$ cat config.mk
export PLATFORM = sky130hd
export DESIGN_NAME = instr_encoder
export DESIGN_NICKNAME = d
export VERILOG_FILES = /design/src/rtl/instr_encoder.sv
export SDC_FILE = /design/constraint.sdc
export NUM_CORES = 1
export LEC_CHECK = 0
export ABC_AREA = 1
export CORE_ASPECT_RATIO = 0.75
export CORE_UTILIZATION = 47
export CTS_CLUSTER_SIZE = 12
export DETAILED_ROUTE_END_ITERATION = 10
export GPL_TIMING_DRIVEN = 0
export PLACE_DENSITY_LB_ADDON = 0.05
export SETUP_SLACK_MARGIN = 0.4
export SLEW_MARGIN = 40
export SYNTH_ARGS = -nofsm -noshare
export SYNTH_HDL_FRONTEND = slang
export SYNTH_SLANG_ARGS = --single-unit
$ cat constraint.sdc
create_clock -name clk -period 2.5 [get_ports clk]
set_clock_uncertainty 0.1 [all_clocks]
set_input_delay 0.25 -clock clk [delete_from_list [all_inputs] [get_ports clk]]
set_output_delay 0.25 -clock clk [all_outputs]
set_load 0.01 [all_outputs]
$ cat src/rtl/instr_encoder.sv
// Encodes ADD/SUB/ADDI/BNE/JAL requests into RV32I words and streams them into instruction memory.
// One request per cycle in LOAD; writes appear one cycle after acceptance with registered addr/data.
module instr_encoder (
    input  logic        clk,
    input  logic        rst,
    input  logic        start,
    input  logic        req_valid,
    output logic        req_ready,
    input  logic [2:0]  req_op,
    input  logic [4:0]  req_rd,
    input  logic [4:0]  req_rs1,
    input  logic [4:0]  req_rs2,
    input  logic [20:0] req_imm,
    input  logic        req_last,
    output logic        imem_we,
    output logic [7:0]  imem_addr,
    output logic [31:0] imem_wdata,
    output logic        busy,
    output logic        done,
    output logic [2:0]  err,
    output logic [8:0]  instr_count
);

    typedef enum logic [1:0] {StIdle, StLoad, StDone} state_e;

    localparam logic [2:0] OpAdd  = 3'd0;
    localparam logic [2:0] OpSub  = 3'd1;
    localparam logic [2:0] OpAddi = 3'd2;
    localparam logic [2:0] OpBne  = 3'd3;
    localparam logic [2:0] OpJal  = 3'd4;

    localparam logic [8:0] MemWords = 9'd256;

    state_e      state_q, state_d;
    logic [7:0]  wptr_q, wptr_d;
    logic [8:0]  count_q, count_d;
    logic [2:0]  err_q, err_d;
    logic        we_q, we_d;
    logic [7:0]  addr_q, addr_d;
    logic [31:0] wdata_q, wdata_d;
    logic        done_q, done_d;

    logic        op_legal;
    logic        imm_ok;
    logic        mem_full;
    logic [31:0] enc_word;

    assign op_legal = (req_op <= OpJal);
    assign mem_full = (count_q == MemWords);

    // Range test: the upper bits must be a pure sign extension of the encodable field.
    always_comb begin
        imm_ok = 1'b1;
        case (req_op)
            OpAddi:  imm_ok = (&req_imm[20:11]) || !(|req_imm[20:11]);
            OpBne:   imm_ok = !req_imm[0] && ((&req_imm[20:12]) || !(|req_imm[20:12]));
            OpJal:   imm_ok = !req_imm[0];
            default: imm_ok = 1'b1;
        endcase
    end

    always_comb begin
        enc_word = 32'd0;
        case (req_op)
            OpAdd:   enc_word = {7'b0000000, req_rs2, req_rs1, 3'b000, req_rd, 7'b0110011};
            OpSub:   enc_word = {7'b0100000, req_rs2, req_rs1, 3'b000, req_rd, 7'b0110011};
            OpAddi:  enc_word = {req_imm[11:0], req_rs1, 3'b000, req_rd, 7'b0010011};
            OpBne:   enc_word = {req_imm[12], req_imm[10:5], req_rs2, req_rs1, 3'b001,
                                 req_imm[4:1], req_imm[11], 7'b1100011};
            OpJal:   enc_word = {req_imm[20], req_imm[10:1], req_imm[11], req_imm[19:12],
                                 req_rd, 7'b1101111};
            default: enc_word = 32'd0;
        endcase
    end

    always_comb begin
        state_d = state_q;
        wptr_d  = wptr_q;
        count_d = count_q;
        err_d   = err_q;
        addr_d  = addr_q;
        wdata_d = wdata_q;
        we_d    = 1'b0;
        done_d  = 1'b0;

        case (state_q)
            StIdle, StDone: begin
                if (start) begin
                    state_d = StLoad;
                    wptr_d  = 8'd0;
                    count_d = 9'd0;
                    err_d   = 3'b000;
                    addr_d  = 8'd0;
                end
            end
            StLoad: begin
                if (req_valid) begin
                    if (!op_legal) begin
                        err_d[0] = 1'b1;
                    end else begin
                        if (!imm_ok) err_d[1] = 1'b1;
                        if (mem_full) err_d[2] = 1'b1;
                        if (imm_ok && !mem_full) begin
                            we_d    = 1'b1;
                            addr_d  = wptr_q;
                            wdata_d = enc_word;
                            count_d = count_q + 9'd1;
                            // Pointer saturates at the top word; the full check blocks later writes.
                            if (wptr_q != 8'hff) wptr_d = wptr_q + 8'd1;
                        end
                    end
                    if (req_last) begin
                        done_d  = 1'b1;
                        state_d = StDone;
                    end
                end
            end
            default: state_d = StIdle;
        endcase
    end

    always_ff @(posedge clk) begin
        if (rst) begin
            state_q <= StIdle;
            wptr_q  <= 8'd0;
            count_q <= 9'd0;
            err_q   <= 3'b000;
            we_q    <= 1'b0;
            addr_q  <= 8'd0;
            wdata_q <= 32'd0;
            done_q  <= 1'b0;
        end else begin
            state_q <= state_d;
            wptr_q  <= wptr_d;
            count_q <= count_d;
            err_q   <= err_d;
            we_q    <= we_d;
            addr_q  <= addr_d;
            wdata_q <= wdata_d;
            done_q  <= done_d;
        end
    end

    assign req_ready   = (state_q == StLoad);
    assign busy        = (state_q == StLoad);
    assign imem_we     = we_q;
    assign imem_addr   = addr_q;
    assign imem_wdata  = wdata_q;
    assign done        = done_q;
    assign err         = err_q;
    assign instr_count = count_q;

endmodule

# == Yosys cells after proc, flatten, opt, wreduce, memory -nomap -nowiden ==
# Cells that the tools add are included.
# word_totals
elab_cells,88
regBits,64
in_bits,44
out_inout_bits,56
# classes
n_mux,30
magnitude_cmp,1
n_bitwise,3
eq_ne,17
n_addsub,2
n_reduce_logical,25
# op_table
op,n
32-bit one-hot mux with 5 select lines,1
8-bit two-way mux,8
9-bit two-way mux,4
8-bit one-hot mux with 2 select lines,2
9-bit one-hot mux with 2 select lines,1
5-bit AND reduction,3
2-bit inequality test (second input constant),5
10-bit AND reduction,1
10-bit OR reduction,1
9-bit by 1-bit adder with 9-bit output (second input constant),1
9-bit equality test (second input constant),1
9-bit AND reduction,1
9-bit OR reduction,1
8-bit by 1-bit adder with 8-bit output (second input constant),1
2-bit two-way mux,4
2-bit by 1-bit inequality test with 1-bit output (second input constant),4
8-bit inequality test (second input constant),1
4-bit AND reduction,2
3-bit by 2-bit equality test with 1-bit output (second input constant),2
3-bit two-way mux,2
3-bit one-hot mux with 2 select lines,1
6-bit AND reduction,1
1-bit two-way mux,5
1-bit zero test,4
other kinds (17),21

# == Depth between registers and ports, before layout ==
# Gate-level depths: netlist (run 1).
# logic_depth
depth_word,10
mapped_depth,14
depth_no_buf,14

# == Worst setup path after synthesis (run 1) ==
# Ideal clock, no wire load.
# synth_path
path_type,reg2reg
startpoint,register count_q[0] (netlist: instr_count[0])
endpoint,register addr_q[0] (netlist: imem_addr[0])
t_required_ns,2.285
path_slack_ns,0.694
n_path_buf,1
period_less_slack_ns,1.806
arrival_time_ns,1.591
setup_ns,0.115
path_stages_with_launch,11
path_cell_list,dfxtp_1 inv_1 ha_1 nand2_1 nor4_1 nor2_2 nand2_2 nand2_4 buf_4 a21oi_1 nor2_1
# synth_between
elab_chain_cells,5
# synth_rtl
element,line,text
start: declaration,36,"logic [8:0] count_q, count_d;"
start signal: assignment,135,count_q <= count_d;
9-bit equality test,49,assign mem_full = (count_q == MemWords);
1-bit zero test,103,if (imm_ok && !mem_full) begin
1-bit logical AND,103,
2-bit by 1-bit inequality test with 1-bit output (no line),--,
5-bit AND reduction (no line),--,
end signal: assignment,138,addr_q <= addr_d;
end: declaration,39,"logic [7:0] addr_q, addr_d;"
# No other way between the ends.
# A chain may end at the register's enable or synchronous reset.

# == Worst setup path after layout (run 1) ==
# layout_path
startpoint,register state_q[0]
endpoint,register err_q[0] (netlist: err[0])
# layout_between
elab_chain_cells,4
# layout_rtl
element,line,text
start: declaration,34,"state_e state_q, state_d;"
start signal: assignment,124,state_q <= StIdle;
start signal: assignment,133,state_q <= state_d;
2-bit equality test / 2-bit zero test (equally long branches),86,case (state_q)
2-bit OR reduction,86,
2-bit inequality test (no line) / 2-bit nonzero test (equally long branches),--,
4-bit AND reduction (no line),--,
end signal: assignment,136,err_q <= err_d;
end: declaration,37,"logic [2:0] err_q, err_d;"
# Parallel ways exist; a longest one is shown, timed or not.

==> results.md, run 1 <==
* Dpl ws at 0.1290 ns
* Internal Power at 1.904 mW
* CTS tree: yes
* Syn. warnings at 0
* Cell Rows at 26
* Worst-Skew Late Latency at 0.35 ns
* Post-layout net count at ~660
* Switching share of power at 0.2994
* Half-perimeter wire length after placement at 7088 um
* Critical R2R Capture: err[0]
* Synth Register Bits at 62
* Relative slew slack at 0.6024
* Setup Crit Path Kind: reg -> reg
* Vias at 3,608
* Achievable frequency at 494.7 MHz
* Reg2reg path depth at 9
* Reg2reg setup slack at 0.48 ns
* Initial Utilization at 0.4851
* Gr usage total at 0.2768
* Worst-path clk slew at 0.07 ns
* TNS Setup at 0 ns
* Max cap viols at 0
* Min-Delay Path Class: in -> reg
* Design Area, Final at ~0.0046 mm2
* WL/cell at around 14 um
* Setup crit start: state_q[0]
* Violations in the final reports: DRC
* CP startpoint kind: flop
* Post-Syn Area per Cell at 6.623 um2
* First-pass GRT wire length at 15,730 um
* Overall die width at 98.73 um
* VDD IR max at 0.0003325 V
* I/O pin cnt at 100
* Via count of the first global-routing pass at 3,288
* Required @ worst endpoint at 2.69 ns
* Netlist cell types at 31
* Post-CTS Hold Buffers at 0
* Vias/cell at 5.191
* DR pass1 iterations at 8
* Clk buf depth at 2
* DRC at 1
* Gp weighted congestion at 0.8907
* Slew Viols, Final at 0
* Pwr per Cell Area at between 500 and 600 mW/mm2
* Arr. time, crit path at 2.21 ns
* Hold Crit Endpoint: imem_wdata[3]
* Fin. Hold Viols at 0
* Area post-placement at 0.004374 mm2
* Root buf cell: clkbuf_8
* Combinational fraction of design power at 0.251
* Hold Crit Depth at 2
* Tmin final at between 2 and 2.5 ns
* Area growth syn-to-layout at 40.82%
* Setup ws final at 0.4784 ns
* DRT iter0 DRCs at 305
* Post-DRT Antenna Nets at 0
* Initial antenna violation count at 0
* Static Leak at 1.933 nW
* Worst Tran Pin Value at roughly 0.60 ns
* IO Port Bufs at 97
* Hold path start: rst
* Post-synthesis cell area at between 0.003 and 0.004 mm2
* Fraction of layout cells with a size suffix above 1 at 0.1031
* DRT Wirelength at 9488 um
* Sequential power share at 0.412
* CP endpoint kind: flop
* CORE AREA at 0.006799 mm2
* Syn Inst Count at approximately 500
* Clock sinks at 62
* Reg2reg start: state_q[0]
* Largest net degree at the start of global routing at 12
* H-tree depth at 3
* CTS Buf Count at 9
* Unrepaired setup endpoints after global routing: yes
* Clk network pwr share at 0.337
* Die ar. at 0.007360 mm2
* N_diodes at 0
* Hold WS at between 0.2 and 0.25 ns
* GRT overflow at 0
* Final number of setup-violating endpoints at 0
* Sequential-to-total area share from yosys stat at 0.3763
* Die Y at between 70 and 80 um
* Fin crit share at 0.8086
* Syn Nets at between 500 and 600
* Outcome: finished, violations left
* CP max FO at 10
* Sw Pwr at 813.4 uW
repair_timing:
action | CTS | global route
pin swaps | 0 | 1
setup buffers | 0 | 3
setup endpoints to repair | 41 | 43
resized for setup | 4 | 16
metrics by stage:
stage	power [mW]	cells	utilization
floorplan	1.504	498	-
global placement	1.770	679	0.6434
detailed placement	1.786	679	0.6434
CTS	2.696	692	0.6743
global route	2.856	695	0.6831
finish	2.717	695	0.6831
per-layer routing:
metal,vias up,wire length (um),GRT usage,share of wire
li1,1836,-,-,-
met1,1632,4691,0.3847,0.49
met2,133,4019,0.4210,0.42
met3,7,699,0.08177,0.074
met4,0,78,0.07463,0.0082
met5,-,0,0,0
registers in the layout, indices dropped and copies added (netlist names):
signal	flops
done	1
err	3
imem_addr	8
imem_wdata	30
imem_we	1
instr_count	9
state_q	2
wptr_q	8
cell usage in the layout (no fill, tap or decap), drive strengths merged:
cell type      instances
nor3                   2
nor4                   1
clkdlybuf4s50         97
o21ai                 47
o32ai                  1
clkbuf                24
o221ai                 2
inv                   62
o21bai                 1
buf                   17
or2                    3
clkinv                 1
nor2                  63
bufinv                 1
a21oi                 51
ha                     3
nand4                  5
nand2                110
dfxtp                 62
nand3                 58
worst max-delay path, stage by stage, from the launching register on:
cell      delay [ns]
dfxtp_1         0.32
inv_2           0.05
nor2_4          0.17
buf_4           0.15
inv_2           0.09
o21ai_1         0.30
clkbuf_4        0.28
buf_2           0.25
a21oi_1         0.12
nor2_1          0.11
power by group through the flow:
stage	registers (mW)	logic, mW	clock network, mW
CTS	1.12	0.655	0.924
floorplan	1.15	0.350	0
global placement	1.14	0.635	0
finish	1.12	0.681	0.916
detailed placement	1.14	0.648	0
global route	1.13	0.756	0.971
cell families (layout without fill, tap and decap cells):
| kind of cell | count (synthesis) | after routing | synth area share |
|---|---|---|---|
| AND/OR/NAND/NOR | 242 | 242 | 0.3278 |
| AO/OA/AOI/OAI | 102 | 102 | 0.1624 |
| buffers and inverters | 89 | 202 | 0.1222 |
| flip-flops | 62 | 62 | 0.3763 |
| adder cells (fa/ha/maj) | 3 | 3 | 0.01138 |
final cells by class:
cell class,instances,area (um2)
Clock buffer,12,165.2
Tap cell,84,105.1
Inverter,63,241.5
Sequential cell,62,1242
Multi-Input combinational cell,347,1688
Buffer,26,178.9
Fill cell,594,2155
Clock inverter,1,30.03
Timing Repair Buffer,100,993.5
synthesized netlist by cell type:
cell / instances / area share
nand2_4: 3 / 0.010
nor3_1: 2 / 0.0030
nand2_1: 103 / 0.12
nor4_1: 1 / 0.0019
ha_1: 3 / 0.011
nand3_1: 56 / 0.085
buf_4: 5 / 0.011
a21oi_4: 1 / 0.0049
nor2_1: 57 / 0.065
clkbuf_1: 10 / 0.011
dfxtp_1: 62 / 0.38
o21ai_0: 44 / 0.067
o221ai_1: 2 / 0.0053
o32ai_1: 1 / 0.0027
or2_2: 3 / 0.0057
nor2_2: 4 / 0.0076
clkbuf_2: 1 / 0.0015
a21oi_1: 50 / 0.076
inv_2: 2 / 0.0023
buf_6: 5 / 0.017
nand4_1: 5 / 0.0095
nand3_4: 1 / 0.0053
inv_1: 59 / 0.067
inv_6: 1 / 0.0027
clkinv_1: 1 / 0.0011
nor2_4: 2 / 0.0068
buf_2: 5 / 0.0076
nand3_2: 1 / 0.0030
nand2_2: 4 / 0.0076
o21bai_1: 1 / 0.0023
o21ai_1: 3 / 0.0046
worst max-delay path by stage:
| stage | slack (ns) | endpoint | depth (start not counted) |
|---|---|---|---|
| finish | 0.48 | err[0] | 9 |
| global route | 0.34 | err[0] | 9 |
| CTS | 0.33 | req_ready | 5 |
| detailed placement | 0.13 | imem_wdata[15] | 12 |
| global placement | 0.11 | imem_wdata[15] | 12 |
| floorplan | 0.69 | imem_addr[0] | 10 |
Power figures use the tool's default switching activity.
==> run 2: changes to the inputs <==
- CORE_UTILIZATION: 47 -> 43
- clock period: 2.5 -> 1.6 ns (I/O delays scaled with it)
==> run 2 against run 1 <==
Effect of this change:
- the run ends with setup timing left
- count of clock-buffer cells in the layout stayed put
- final area is 28% higher
- sequential cell count stayed put
- routed wire length is 41% higher
- sequential share of layout area is 4.9 points lower
- register-to-register slack worse by 0.82 ns
- largest power group unchanged
==> results.md, run 2 (synthesis results as in run 1) <==
* Outcome: finished, violations left
* Violations in the final reports: setup timing
* CTS tree: yes
* Required @ worst endpoint at roughly 1.8 ns
* VDD IR max at 0.0005801 V
* Max cap viols at 0
* Design Area, Final at about 0.006 mm2
* DRC at 0
* CP startpoint kind: flop
* CORE AREA at between 0.007 and 0.008 mm2
* Most common cell after layout, fill and taps aside: nand2_1
* Commonest cells after routing, fill and taps aside: nand2_1 (92), inv_1 (52), nor2_1 (51)
* IO Port Bufs at 97
* GRT overflow at 0
* Initial Utilization at 0.4458
* Min-Delay Path Class: in -> reg
* Vias/cell at 5.528
* H-tree depth at 3
* Relative slew slack at 0.5460
* Cell Rows at 27
* Static Leak at 2.622 nW
* Setup ws final at -0.3452 ns
* Clk network pwr share at 0.313
* Sw Pwr at approximately 1.6 mW
* N_diodes at 0
* Tmin final at 1.945 ns
* Slew Viols, Final at 0
* CP max FO at 7
* Final number of setup-violating endpoints at 57
* WL/cell at 17.55 um
* Fillers at between 400 and 500
* Max FFs per register at 30
* Worst-path clk slew at ~0.080 ns
* Combinational fraction of design power at 0.337
* Largest net degree at the start of global routing at 11
* First-pass GRT wire length at around 17,000 um
* Clock sinks at 62
* Post-layout net count at 706
* Sequential power share at 0.350
* Internal Power at 3.419 mW
* I/O pin cnt at 100
* Overall die width at 103.1 um
* Gr usage total at 0.2803
* Die Y at 77.85 um
* Gp weighted congestion at 0.9697
* Unrepaired setup endpoints after global routing: yes
* Switching share of power at 0.3251
* Hold WS at between 0.06 and 0.07 ns
* Cells along the critical path: inv_4, ha_4, nand2_4, nor4_4, nor2_4, nand2_4, nand2_8, buf_16, nand3_1, nand2_1, nor2_1
* Pwr Total at 5.066 mW
* Die ar. at roughly 0.008 mm2
* Fin crit share at 1.216
* Reg2reg start: instr_count[1]
* Worst Tran Pin Value at a little under 0.7 ns
* Vias at 4,229
* Slowest-stage cell, CP: dfxtp_4
* Most used cell, CP: nand2_4
* Area growth syn-to-layout at 80.01%
* Arr. time, crit path at 2.13 ns
* Hold path start: rst
* Clk buf depth at 2
* Initial antenna violation count at 0
* Post-route insts no fill at between 700 and 800
* TNS Setup at -13.67 ns
* Post-DRT Antenna Nets at 0
* Pwr per Cell Area at 853.3 mW/mm2
* CP endpoint kind: flop
* Root buf cell: clkbuf_8
* Half-perimeter wire length after placement at approximately 7000 um
* CTS Buf Count at 9
* DRT Wirelength at 13,420 um
* Placed cells at 696
* Area post-placement at 0.004735 mm2
* Setup crit start: instr_count[1]
* Via count of the first global-routing pass at 3,602
* Max incr delay on CP at 0.36 ns
* Setup Crit Path Kind: reg -> reg
* Fin. Hold Viols at 0
* Post-CTS Hold Buffers at 0
* DR pass1 iterations at 5
* Achievable frequency at roughly 510 MHz
* Worst-Skew Late Latency at 0.35 ns
* Fraction of layout cells with a size suffix above 1 at 0.4593
* DRT iter0 DRCs at 271
## run 2: changes by cell type in the layout (fill, tap and decap cells not counted), sizes merged, moves of 2 or more
cell           previous run  this run
clkinv                    1         3
dlygate4sd2               0        11
clkdlybuf4s50            97        29
clkdlybuf4s15             0        13
clkbuf                   24        42
buf                      17        90
## run 2: final cells by class
class / instances / area (um2) / area share
Multi-Input combinational cell: 348 / 2215 / 0.3730
Clock inverter: 4 / 70.07 / 0.01180
Buffer: 26 / 314.1 / 0.05290
Inverter: 63 / 251.5 / 0.04236
Timing Repair Buffer: 149 / 1518 / 0.2556
Clock buffer: 12 / 145.1 / 0.02445
Tap cell: 101 / 126.4 / 0.02129
Sequential cell: 62 / 1297 / 0.2185
## run 2: routing by layer
layer | GRT usage | routed length, um | share of wire
met1 | 0.3873 | 5578 | 0.42
met2 | 0.4193 | 6022 | 0.45
met3 | 0.07297 | 1388 | 0.10
met4 | 0.09577 | 435 | 0.032
met5 | 0 | 0 | 0
## run 2: per-stage QoR
step	util	setup WS (ns)
floorplan	-	-0.06321
CTS	0.7355	-0.1822
global route	0.8025	-0.4131
global placement	0.6399	-0.6029
detailed placement	0.6399	-0.6435
finish	0.8025	-0.3452
## run 2: power by group through the flow
stage	Combinational [mW]	Sequential [mW]	Clock [mW]
after floorplan	0.679	1.83	0
after global placement	1.13	1.80	0
after detailed placement	1.15	1.80	0
after CTS	1.37	1.75	1.59
after global routing	1.81	1.78	1.65
final	1.71	1.77	1.58
## run 2: worst max-delay path: cells and delay by family (launching register included)
family	cells	cell delay [ns]
buffers and inverters	2	0.21
and+or+nand+nor	8	1.06
adders and majority gates	1	0.13
DFF	1	0.36
## run 2: path summary, 6_finish.rpt
path	endpoint	slack, ns	depth (start not counted)
worst max-delay path	wptr_q[6]	-0.35	11
worst max register to register	wptr_q[6]	-0.35	11
worst min-delay path	imem_wdata[6]	0.07	2
worst min register to register	imem_wdata[11]	0.35	2
## run 2: what timing repair did
item | CTS | global route
setup endpoints to repair | 118 | 106
setup buffers | 26 | 17
gates resized for setup | 235 | 133
pin swaps | 15 | 22
gates cloned | 4 | 6
==> run 3: changes to the inputs <==
- CORE_MARGIN: default -> 2
==> run 3 against run 2 <==
Effect of this change:
- fmax grew 2.4%
- critical endpoint unchanged
- non-clock buffer count shrank 9
- combinational power shrank 9%
- count of clock-buffer cells in the layout shrank 1
- global-route usage shrank 0.82 points
- critical path type unchanged
- largest cell class unchanged
- die area grew 4.6%
- worst hold slack lost 0.034 ns
- the flow still finishes with violations (setup timing)
==> results.md, run 3 (synthesis results as in run 1) <==
* Outcome: finished, violations left
* Violations in the final reports: setup timing
* CP Capture Point: wptr_q[6]
* Clk buf depth at 2
* Delay-heaviest family, CP: simple AND/OR/NAND/NOR gates
* Critical Path Stages at 11
* I/O pin cnt at 100
* CORE AREA at 0.007398 mm2
* Unrepaired setup endpoints after global routing: yes
* Vias at 4,075
* Combinational fraction of design power at 0.324
* Worst Tran Pin Value at roughly 0.75 ns
* Post-layout net count at 697
* Register area at about 0.0013 mm2
* Sw Pwr at between 1.5 and 2 mW
* Area growth syn-to-layout at 70.49%
* N_diodes at 0
* Hold Crit Depth at 2
* GRT overflow at 0
* Half-perimeter wire length after placement at roughly 7500 um
* Min-Delay Path Class: in -> reg
* Relative slew slack at 0.5007
* Fin util at 0.7600
* Initial Utilization at 0.4458
* Setup crit start: instr_count[5]
* IO Port Bufs at between 90 and 100
* WL/cell at 16.55 um
* Slew Viols, Final at 0
* Fin crit share at 1.188
* CTS tree: yes
* CTS Buf Count at 9
* Cell Rows at 27
* Most common cell after layout, fill and taps aside: nand2_1
* Largest net degree at the start of global routing at 11
* Cells along the critical path: inv_2, nand4_1, nor4_4, buf_4, nor2_4, nand2_4, nand2_8, buf_8, nand3_1, nand2_1, nor2_1
* CP startpoint kind: flop
* Gr usage total at 0.2722
* Post-route insts no fill at 756
* Worst-path clk slew at about 0.070 ns
* Arr. time, crit path at 2.08 ns
* Commonest cells after routing, fill and taps aside: nand2_1 (95), nor2_1 (53), inv_1 (52)
* Placed cells at 696
* Die Y at roughly 80 um
* Via count of the first global-routing pass at 3,735
* Worst-Skew Late Latency at 0.35 ns
* DRT Wirelength at 12,510 um
* CP endpoint kind: flop
* Setup Crit Path Kind: reg -> reg
* Setup ws final at -0.3004 ns
* CP max FO at 10
* Achievable frequency at 526.2 MHz
* DR pass1 iterations at 5
* Max FFs per register at 30
* Final number of setup-violating endpoints at 56
* Root buf cell: clkbuf_8
* Vias/cell at ~5.4
* Internal Power at approximately 3.3 mW
* Gp weighted congestion at 0.9815
* Static Leak at 2.479 nW
* Post-CTS Hold Buffers at 0
* Fraction of layout cells with a size suffix above 1 at 0.4107
* Clock sinks at 62
* Fin. Hold Viols at 0
* Switching share of power at 0.3208
* Dpl ws at -0.6243 ns
* Overall die width at 105.1 um
* Clk network pwr share at 0.310
* Initial antenna violation count at 0
* Die ar. at 0.008394 mm2
* Sequential power share at 0.366
* DRC at 0
* Max incr delay on CP at approximately 0.35 ns
* Tmin final at between 1.5 and 2 ns
* Critical R2R Capture: wptr_q[6]
* VDD IR max at 0.0005890 V
* Reg2reg setup slack at -0.30 ns
* Post-DRT Antenna Nets at 0
* DRT iter0 DRCs at 411
* Buf+Inv Stages, Crit Path at 3
* Reg2reg start: instr_count[5]
* Fillers at 553
* H-tree depth at 3
* Area of the multi-input gates at 0.002143 mm2
* Required @ worst endpoint at 1.78 ns
* Reg2reg path depth at 11
* Max cap viols at 0
* First-pass GRT wire length at approximately 18,000 um
* Pwr per Cell Area at 857.0 mW/mm2
* Slowest-stage cell, CP: dfxtp_4
## run 3: cell types whose count changed in the layout (fill, tap and decap cells not counted), sizes merged
cell / delta
buf: -13
clkbuf: +3
dlygate4sd2: -2
bufbuf: -1
clkdlybuf4s15: +1
clkdlybuf4s50: +1
clkinv: +1
dlymetal6s2s: +1
## run 3: metal layers
metal,track usage,part of all wire,vias up
met5,0,0,-
met4,0.06400,0.018,0
met3,0.06612,0.088,28
met2,0.4701,0.47,211
met1,0.3448,0.43,1911
li1,-,-,1925
## run 3: worst min-delay path by stage
stage	from	endpoint	slack, ns
finish	rst	imem_wdata[3]	0.03
floorplan	start	state_q[1]	0.18
global route	rst	imem_wdata[3]	0.06
global placement	imem_wdata[15]	imem_wdata[15]	0.33
CTS	rst	imem_wdata[3]	0.04
detailed placement	imem_wdata[11]	imem_wdata[11]	0.34
## run 3: repair_timing
| item | CTS | global route |
|---|---|---|
| pin swaps | 13 | 21 |
| buffers inserted | 26 | 12 |
| gates resized for setup | 220 | 89 |
| gates cloned | 1 | 5 |
| setup endpoints to repair | 117 | 113 |
## run 3: layout make-up
type                       count  area share
clock inverter                 5     0.01313
sequential                    62      0.2299
multi-input combinational    348      0.3812
timing repair buffer         140      0.2308
tap                          101     0.02247
clock buffer                  11     0.02336
buffer                        26     0.05496
inverter                      63     0.04428
## run 3: power by group through the flow
stage	Combinational (mW)	Clock, mW	Sequential (mW)
2_1_floorplan	0.679	0	1.83
3_3_place_gp	1.13	0	1.80
3_5_place_dp	1.16	0	1.80
4_1_cts	1.36	1.51	1.75
5_1_grt	1.67	1.57	1.77
6_report	1.56	1.49	1.76
## run 3: stage by stage
stage	power, mW	area, um2	hold WS, ns	TNS (ns)
2_1_floorplan	2.505	3637	0.1772	-0.7752
3_3_place_gp	2.930	4735	0.3343	-30.14
3_5_place_dp	2.959	4735	0.3380	-31.40
4_1_cts	4.624	5398	0.04341	-7.106
5_1_grt	5.019	5623	0.05555	-15.57
6_report	4.819	5623	0.03195	-11.92
